`src/rtl/branch_target_pipe_pkg.sv`:
```
// Shared definitions for the EX-stage branch target pipeline: mode encodings
// and default datapath widths.
package branch_target_pipe_pkg;

    localparam int DATA_W_DEF = 32;
    localparam int IMM_W_DEF  = 16;
    localparam int JIDX_W_DEF = 26;
    localparam int SHIFT_DEF  = 2;

    typedef enum logic [1:0] {
        MODE_BRANCH = 2'b00,
        MODE_JUMP   = 2'b01,
        MODE_SEQ    = 2'b10,
        MODE_RSVD   = 2'b11
    } mode_e;

endpackage

```
`src/rtl/branch_target_pipe_stage_reg.sv`:
```
// One pipeline register holding {valid, target, wrap}. It has stall, flush
// and asynchronous active-low reset. Flush takes priority over stall.
module branch_target_pipe_stage_reg #(
    parameter int DATA_W = 32
) (
    input  logic              clk,
    input  logic              rst_n,
    input  logic              stall,
    input  logic              flush,
    input  logic              valid_in,
    input  logic [DATA_W-1:0] target_in,
    input  logic              wrap_in,
    output logic              valid_out,
    output logic [DATA_W-1:0] target_out,
    output logic              wrap_out
);

    logic              valid_q,  valid_d;
    logic [DATA_W-1:0] target_q, target_d;
    logic              wrap_q,   wrap_d;

    // Next state: flush kills the valid bit, stall holds, otherwise capture.
    always_comb begin
        valid_d  = valid_q;
        target_d = target_q;
        wrap_d   = wrap_q;
        if (flush) begin
            valid_d = 1'b0;
        end else if (!stall) begin
            valid_d  = valid_in;
            target_d = target_in;
            wrap_d   = wrap_in;
        end
    end

    // State register with asynchronous clear.
    always_ff @(posedge clk or negedge rst_n) begin
        if (!rst_n) begin
            valid_q  <= 1'b0;
            target_q <= '0;
            wrap_q   <= 1'b0;
        end else begin
            valid_q  <= valid_d;
            target_q <= target_d;
            wrap_q   <= wrap_d;
        end
    end

    assign valid_out  = valid_q;
    assign target_out = target_q;
    assign wrap_out   = wrap_q;

endmodule

```
`src/rtl/branch_target_pipe.sv`:
```
// Pipelined next-fetch target generator. It handles PC-relative branches,
// pseudo-direct jumps and sequential flow. Stage-0 arithmetic is
// combinational. It feeds STAGES registers, and the outputs come straight
// from the last of those registers.
module branch_target_pipe
    import branch_target_pipe_pkg::*;
#(
    parameter int DATA_W = DATA_W_DEF,
    parameter int IMM_W  = IMM_W_DEF,
    parameter int JIDX_W = JIDX_W_DEF,
    parameter int SHIFT  = SHIFT_DEF,
    parameter int STAGES = 1
) (
    input  logic              clk,
    input  logic              rst_n,
    input  logic              in_valid,
    input  logic [1:0]        mode_in,
    input  logic [DATA_W-1:0] pc_in,
    input  logic [IMM_W-1:0]  imm_in,
    input  logic [JIDX_W-1:0] jidx_in,
    input  logic              stall,
    input  logic              flush,
    output logic              out_valid,
    output logic [DATA_W-1:0] target,
    output logic              wrap
);

    // PC bits above the jump field survive a pseudo-direct jump.
    localparam logic [DATA_W-1:0] HI_MASK = {DATA_W{1'b1}} << (JIDX_W + SHIFT);

    if (STAGES < 1 || STAGES > 4) begin : g_bad_stages
        $error("branch_target_pipe: STAGES must be in 1..4");
    end

    logic [DATA_W-1:0] offset;
    logic [DATA_W-1:0] jfield;
    logic [DATA_W:0]   sum;
    logic [DATA_W-1:0] s0_target;
    logic              s0_wrap;

    // Stage-0 target selection and branch wrap detection.
    always_comb begin
        offset    = DATA_W'($signed(imm_in)) << SHIFT;
        jfield    = DATA_W'(jidx_in) << SHIFT;
        sum       = {1'b0, pc_in} + {1'b0, offset};
        s0_target = pc_in;
        s0_wrap   = 1'b0;
        case (mode_e'(mode_in))
            MODE_BRANCH: begin
                s0_target = sum[DATA_W-1:0];
                // A negative offset wraps when the result lands above pc_in.
                // A non-negative offset wraps when the add carries out.
                s0_wrap   = imm_in[IMM_W-1] ? (sum[DATA_W-1:0] > pc_in) : sum[DATA_W];
            end
            MODE_JUMP: begin
                s0_target = (pc_in & HI_MASK) | jfield;
            end
            default: begin
                s0_target = pc_in;
            end
        endcase
    end

    logic [STAGES:0]   v_chain;
    logic [STAGES:0]   w_chain;
    logic [DATA_W-1:0] t_chain [STAGES+1];

    assign v_chain[0] = in_valid;
    assign t_chain[0] = s0_target;
    assign w_chain[0] = s0_wrap;

    for (genvar i = 0; i < STAGES; i++) begin : g_stage
        branch_target_pipe_stage_reg #(
            .DATA_W (DATA_W)
        ) u_reg (
            .clk        (clk),
            .rst_n      (rst_n),
            .stall      (stall),
            .flush      (flush),
            .valid_in   (v_chain[i]),
            .target_in  (t_chain[i]),
            .wrap_in    (w_chain[i]),
            .valid_out  (v_chain[i+1]),
            .target_out (t_chain[i+1]),
            .wrap_out   (w_chain[i+1])
        );
    end

    assign out_valid = v_chain[STAGES];
    assign target    = t_chain[STAGES];
    assign wrap      = w_chain[STAGES];

endmodule

```
`config.mk`:
```
export PLATFORM = sky130hd
export DESIGN_NAME = branch_target_pipe
export DESIGN_NICKNAME = d
export VERILOG_FILES = /design/src/rtl/branch_target_pipe_pkg.sv /design/src/rtl/branch_target_pipe_stage_reg.sv /design/src/rtl/branch_target_pipe.sv
export SDC_FILE = /design/constraint.sdc
export NUM_CORES = 1
export LEC_CHECK = 0
export BUFFER_PORTS_ARGS = -buffer_cell sky130_fd_sc_hd__clkbuf_2
export CAP_MARGIN = 20
export CORE_MARGIN = 4
export CORE_UTILIZATION = 40
export CTS_CLUSTER_SIZE = 14
export DETAILED_ROUTE_END_ITERATION = 8
export HOLD_SLACK_MARGIN = 0.08
export PLACE_DENSITY = 0.65
export SETUP_SLACK_MARGIN = 0.1
export SLEW_MARGIN = 30
export SYNTH_ARGS = -nofsm -noshare
export SYNTH_HDL_FRONTEND = slang
export SYNTH_SLANG_ARGS = --single-unit
export TNS_END_PERCENT = 10
```
`constraint.sdc`:
```
create_clock -name clk -period 0.82 [get_ports clk]
set_clock_uncertainty 0.05 [all_clocks]
set_input_delay 0.164 -clock clk [delete_from_list [all_inputs] [get_ports clk]]
set_output_delay 0.164 -clock clk [all_outputs]
set_load 0.1 [all_outputs]
```
==> results of run 1 <==
-- power breakdown --
part / total (mW) / switching, mW / internal [mW]
clock network: 1.45 / 0.772 / 0.678
logic: 8.57 / 4.71 / 3.87
registers: 2.26 / 0.316 / 1.94
-- final timing paths --
path	startpoint	to	depth (start not counted)
worst min-delay path	pc_in[1]	g_stage[0].u_reg.target_out[1]	2
worst max register to register	g_stage[0].u_reg.target_out[22]	g_stage[0].u_reg.target_out[22]	1
max in group asynchronous	rst_n	g_stage[0].u_reg.target_out[11]	3
worst max-delay path	pc_in[2]	g_stage[0].u_reg.wrap_out	18
worst min register to register	g_stage[0].u_reg.target_out[19]	g_stage[0].u_reg.target_out[19]	1
min in group asynchronous	rst_n	g_stage[0].u_reg.target_out[15]	3
-- layout make-up --
type	count	area (sq um)	share of cell area (%)
Multi-Input combinational cell	422	3530	47.4
Timing Repair Buffer	309	2650	35.6
Sequential cell	34	852	11.4
Tap cell	136	170	2.28
Inverter	38	145	1.95
Clock buffer	6	82.6	1.11
Clock inverter	2	12.5	0.168
-- flip-flops by register name, summed over array words and instances (netlist names) --
register                  flops
g_stage.u_reg.valid_out       1
g_stage.u_reg.wrap_out        1
g_stage.u_reg.target_out     32
-- Yosys cell counts (all sizes together) (9+ instances only) --
library cell / number
clkbuf: 22
a21o: 28
nor2: 42
dfrtp: 34
nand2: 39
inv: 38
xnor2: 19
and3: 11
ha: 60
nand4: 9
o21ai: 33
a221o: 11
mux2i: 10
o21a: 10
nand3: 9
a21oi: 54
-- cell families (layout without fill, tap and decap cells) --
family          after synthesis  in the layout  synth area share, %
compound gates              188            188                 31.6
simple gates                136            136                 15.4
buf+inv                      65            355                 6.06
fa+ha+maj                    61             61                 18.5
flops                        34             34                 20.4
xor+xnor                     27             27                 5.67
mux                          10             10                 2.40
-- metal layers --
layer  vias to the layer above  GRT usage (%)
li1                       2485              -
met1                      2478           34.7
met4                         0           9.94
met3                        69           3.32
met5                         -              0
met2                       247           44.1
-- metrics by stage --
stage	TNS [ps]	utilization [%]	worst slack [ps]	std cells
finish	-51230	72.8	-2580	947
global route	-54030	72.8	-2710	947
CTS	-50380	70.6	-2540	942
detailed placement	-51760	66.1	-2940	918
global placement	-50210	66.1	-2810	918
floorplan	-47170	-	-2500	521
-- placed cells by master, fill, tap and decap left out, types with 10 or more instances in the layout --
cell type	count
xnor2_1	12
nor2_1	39
dfrtp_1	33
and3_1	11
ha_1	50
o21a_1	10
buf_4	186
a21o_1	28
o21ai_1	19
inv_1	35
nand2_1	39
a21oi_2	11
buf_12	38
clkbuf_2	75
a221o_1	11
a21oi_1	42
-- what timing repair did --
action | in CTS | in global routing
pin swaps | 46 | 35
gates resized for setup | 50 | 32
endpoints found under the setup margin | 68 | 68
setup buffers | 19 | 5
endpoints found under the hold margin | 37 | 2
-- critical path, delay by kind of cell --
family | cells | cell delay [ps]
AOI/OAI and AO/OA | 6 | 930
xor gates and xnor gates | 1 | 170
adders and majority gates | 3 | 800
buffers and inverters | 2 | 110
and+or+nand+nor | 6 | 1360
==> qor.csv, run 1 <==
stage,metric,value,unit
cells_and_area,Layout fillers,762,
synth,Post-synth top flop,dfrtp_1,
floorplanning,# rows,37,
floorplanning,die area,12100,sq um
global_route,GR Util All Layers,26.3,%
timing,max frequency,294,MHz
cells_and_area,n_diodes,0,
synth,dominant cells by area after synthesis,"dfrtp_1, ha_1, a21oi_1",
cells_and_area,area grow syn2layout,78.6,%
critical_path,CP Launch Type,input port,
synth,Synth Register Bits,34,
placed_design,gpl congestion,0.946,
timing,setup ws final,-2580,ps
timing,RSZ-0062 raised after global routing,yes,
critical_path,crit end category,register,
critical_path,worst-path cell chain,buf_8 -> ha_4 -> inv_2 -> fa_2 -> nor2b_2 -> o31a_1 -> a41oi_2 -> nor2_2 -> a311oi_2 -> nor3b_2 -> a31oi_1 -> xnor2_1 -> ha_1 -> nand4_1 -> nor4_2 -> and4_1 -> a311oi_1 -> a22o_1,
critical_path,R2R Setup Slk,-100,ps
synth,Post-Syn Instances,521,
synth,Post-synth EDFFs,0,
clock_tree,Post-CTS Hold Buffers,1,
route,Top Metal Used,met4,
timing,Slew Limit Fails,0,
clock_tree,H-tree depth,2,
floorplanning,core area,10200,sq um
route,WL final,16900,microns
floorplanning,io pins,115,
clock_tree,clock sinks,34,
critical_path,WS Path Type,in -> reg,
route,DRT iter0 DRCs,326,
route,vias,5279,
run,maxcap violations,0,
floorplanning,Die Height,110,microns
critical_path,crit path DAT,3540,ps
power_and_ir_drop,Static Leakage,3.80,nW
global_route,first-pass GRT wire length,25300,microns
clock_tree,Clock transition at path regs,80,ps
route,met2 WL,8170,microns
synth,post-synth top area share,20.4,%
synth,syn_nets,663,
placed_design,Port Buf Inserts,114,
cells_and_area,final net count,952,
floorplanning,die width,110,microns
power_and_ir_drop,Max rail drop VDD,898,uV
timing,Slew headroom,74.5,%
route,DR DRC count,0,
synth,Post-synth ARST share,100,%
floorplanning,Starting Density,40.8,%
synth,Cell variety after synth,57,
critical_path,crit-path max FO,3,
synth,Synth Cell Area,4170,sq um
synth,synthesis warning total,0,
route,Vias/cell,5.57,
cells_and_area,layout cells sized above 1,47.8,%
global_route,vias in the first global route,5230,
timing,Final Hold Violating Endpoints,0,
route,metal3 WL,1080,microns
timing,shortest period the worst path allows,3400,ps
global_route,remaining global-route overflow,0,
placed_design,DP Area,6770,sq um
clock_tree,CTS tree,done,
min_path,worst hold path class,in -> reg,
timing,Final period util,414,%
power_and_ir_drop,Power Dens Cells,1650,nW/um^2
synth,cell taking the most area after synthesis,dfrtp_1,
critical_path,max incr delay on CP,360,ps
synth,synthesized area per cell,8.01,sq um
clock_tree,Longest Clk Path Bufs,2,
clock_tree,clk root buf,clkbuf_8,
timing,Final setup viols,65,
placed_design,Final HPWL DP,12700,microns
timing,Worst-Margin Slew,381,ps
route,wl on met1,6900,microns
route,DRT antenna net count,0,
synth,post-synthesis sequential area ratio,20.4,%
clock_tree,total CTS buffers,5,
cells_and_area,final instance area,7450,sq um
run_status,violated checks,negative setup slack,
run_status,status,finished with violations,
timing,hold_ws,34.4,ps
clock_tree,clk_lat worst skew,300,ps
global_route,largest net degree at the start of global routing,35,
global_route,initial antenna violation count,0,
route,WL per Instance,17.8,microns
route,DRT Pass-1 Iters,6,
power_and_ir_drop,Total Power,12.3,mW
critical_path,CP required,960,ps
critical_path,slowest CP cell,fa_2,
Power figures use the tool's default switching activity.
==> run 2: changes to the inputs <==
--- a/config.mk
+++ b/config.mk
@@ -12,7 +12,7 @@
 export CTS_CLUSTER_SIZE = 14
 export DETAILED_ROUTE_END_ITERATION = 8
 export HOLD_SLACK_MARGIN = 0.08
-export PLACE_DENSITY = 0.65
+export PLACE_DENSITY = 0.63
 export SETUP_SLACK_MARGIN = 0.1
 export SLEW_MARGIN = 30
 export SYNTH_ARGS = -nofsm -noshare
==> constraint.sdc (replaced) <==
create_clock -name clk -period 3.6 [get_ports clk]
set_clock_uncertainty 0.05 [all_clocks]
set_input_delay 0.72 -clock clk [delete_from_list [all_inputs] [get_ports clk]]
set_output_delay 0.72 -clock clk [all_outputs]
set_load 0.1 [all_outputs]
==> run 2 against run 1 <==
Compared with the run above: the run still ends with negative setup slack left; die area stayed put; first-iteration DRC count is 32% lower; setup slack better by 2200 ps; global-route usage is 1.4 points lower; sequential share of layout area is 2.0 points higher; core utilization is 11 points lower; non-clock buffer count is 36 lower; wire length is 11% lower; sequential power is 79% lower; clock power is 69% lower.
==> qor.csv, run 2 (synthesis results as in run 1) <==
stage,metric,value,unit
route,vias,4868,
placed_design,gpl congestion,0.977,
global_route,initial antenna violation count,0,
placed_design,Final HPWL DP,12300,microns
floorplanning,Die Height,110,microns
critical_path,crit-path max FO,3,
cells_and_area,Layout fillers,924,
cells_and_area,Post-Route Utilization,62.0,%
power_and_ir_drop,Max rail drop VDD,187,uV
route,DR DRC count,0,
timing,Slew headroom,54.6,%
clock_tree,H-tree depth,2,
cells_and_area,n_diodes,0,
timing,Final Hold Violating Endpoints,0,
floorplanning,io pins,115,
clock_tree,total CTS buffers,5,
timing,shortest period the worst path allows,3970,ps
critical_path,CP Launch Type,input port,
clock_tree,clk root buf,clkbuf_8,
power_and_ir_drop,Power Dens Cells,403,nW/um^2
clock_tree,Clock transition at path regs,90,ps
global_route,largest net degree at the start of global routing,53,
route,WL final,15000,microns
clock_tree,clock sinks,34,
cells_and_area,Storage cell area,851,sq um
cells_and_area,"most common cell after layout, fill and taps aside",buf_4,
timing,Slew Limit Fails,0,
clock_tree,Longest Clk Path Bufs,2,
timing,max frequency,252,MHz
cells_and_area,area grow syn2layout,52.0,%
clock_tree,clk_lat worst skew,290,ps
route,DRT antenna net count,0,
timing,RSZ-0062 raised after global routing,yes,
power_and_ir_drop,Static Leakage,3.42,nW
global_route,remaining global-route overflow,0,
route,Vias/cell,5.34,
clock_tree,CTS tree,done,
cells_and_area,post-route insts no fill,911,
critical_path,WS Path Type,in -> reg,
placed_design,Port Buf Inserts,114,
global_route,vias in the first global route,5001,
placed_design,placed cells,880,
run,maxcap violations,0,
min_path,worst hold path class,in -> async,
timing,Final setup viols,2,
floorplanning,core area,10200,sq um
placed_design,DP Worst Slack,-692,ps
cells_and_area,layout cells sized above 1,40.4,%
clock_tree,Post-CTS Hold Buffers,0,
critical_path,crit path DAT,4100,ps
floorplanning,die area,12100,sq um
route,DRT Pass-1 Iters,7,
cells_and_area,final net count,916,
critical_path,CP required,3730,ps
cells_and_area,most frequent cells in the layout,"buf_4, clkbuf_2, ha_1, a21oi_1, nor2_1",
timing,setup ws final,-370,ps
run_status,status,finished with violations,
critical_path,crit end category,register,
floorplanning,# rows,37,
timing,hold_ws,334,ps
placed_design,DP Area,5890,sq um
floorplanning,die width,110,microns
cells_and_area,max reg flops,32,
run_status,violated checks,negative setup slack,
cells_and_area,final instance area,6340,sq um
timing,Worst-Margin Slew,680,ps
timing,Final period util,110,%
global_route,GR Util All Layers,24.9,%
global_route,first-pass GRT wire length,24000,microns
cells_and_area,Multi-input gate area,3230,sq um
floorplanning,Starting Density,40.8,%
route,DRT iter0 DRCs,222,
route,WL per Instance,16.5,microns
[run 2: per-stage QoR]
step | TNS (ps) | power, mW
CTS | -543 | 2.52
finish | -623 | 2.56
global placement | -579 | 1.98
global route | -929 | 2.71
detailed placement | -692 | 2.01
floorplan | -273 | 1.48
[run 2: cell type report]
| class | instances | area share (%) |
|---|---|---|
| inverters | 38 | 2.25 |
| clock inverters | 3 | 1.09 |
| clock buffers | 5 | 1.09 |
| flip-flops and latches | 34 | 13.4 |
| repair buffers | 273 | 28.5 |
| well taps | 136 | 2.68 |
| multi-input cells | 422 | 51.0 |
[run 2: repair_timing]
item | CTS | global route
hold endpoints to repair | 0 | 0
gates resized for setup | 15 | 12
setup buffers | 18 | 5
setup endpoints to repair | 1 | 2
pin swaps | 31 | 16
[run 2: per-layer routing]
metal | track usage (%) | vias up | wire length, microns
li1 | - | 2422 | -
met5 | 0 | - | 0
met2 | 43.3 | 145 | 7140
met4 | 7.21 | 0 | 386
met3 | 1.81 | 31 | 713
met1 | 33.1 | 2270 | 6800
[run 2: worst max-delay path: stages]
cell	delay (ps)
clkbuf_8	120
ha_4	220
a21o_1	190
a21oi_2	160
nor2b_1	80
buf_4	130
buf_4	120
o2111ai_1	260
o211ai_1	190
o2bb2ai_1	160
buf_4	150
o21ai_1	80
xor2_1	170
ha_1	310
nand4_1	170
nor4_4	330
and4_1	230
a311oi_1	90
a22o_1	210
[run 2: final timing paths]
check	slack [ps]	from	cells after the start	endpoint
min in group clk	450	g_stage[0].u_reg.target_out[3]	2	g_stage[0].u_reg.target_out[3]
max reg2reg	2720	g_stage[0].u_reg.target_out[17]	1	g_stage[0].u_reg.target_out[17]
min	330	rst_n	1	g_stage[0].u_reg.target_out[15]
max	-370	pc_in[3]	19	g_stage[0].u_reg.wrap_out
min reg2reg	450	g_stage[0].u_reg.target_out[3]	2	g_stage[0].u_reg.target_out[3]
max in group asynchronous	2820	rst_n	1	g_stage[0].u_reg.wrap_out
[run 2: power breakdown]
group | switching [mW] | leakage, nW | internal, mW
Clock | 0.168 | 0.0683 | 0.278
Sequential | 0.0392 | 0.418 | 0.442
Combinational | 1.01 | 2.93 | 0.623
Total | 1.21 | 3.42 | 1.34
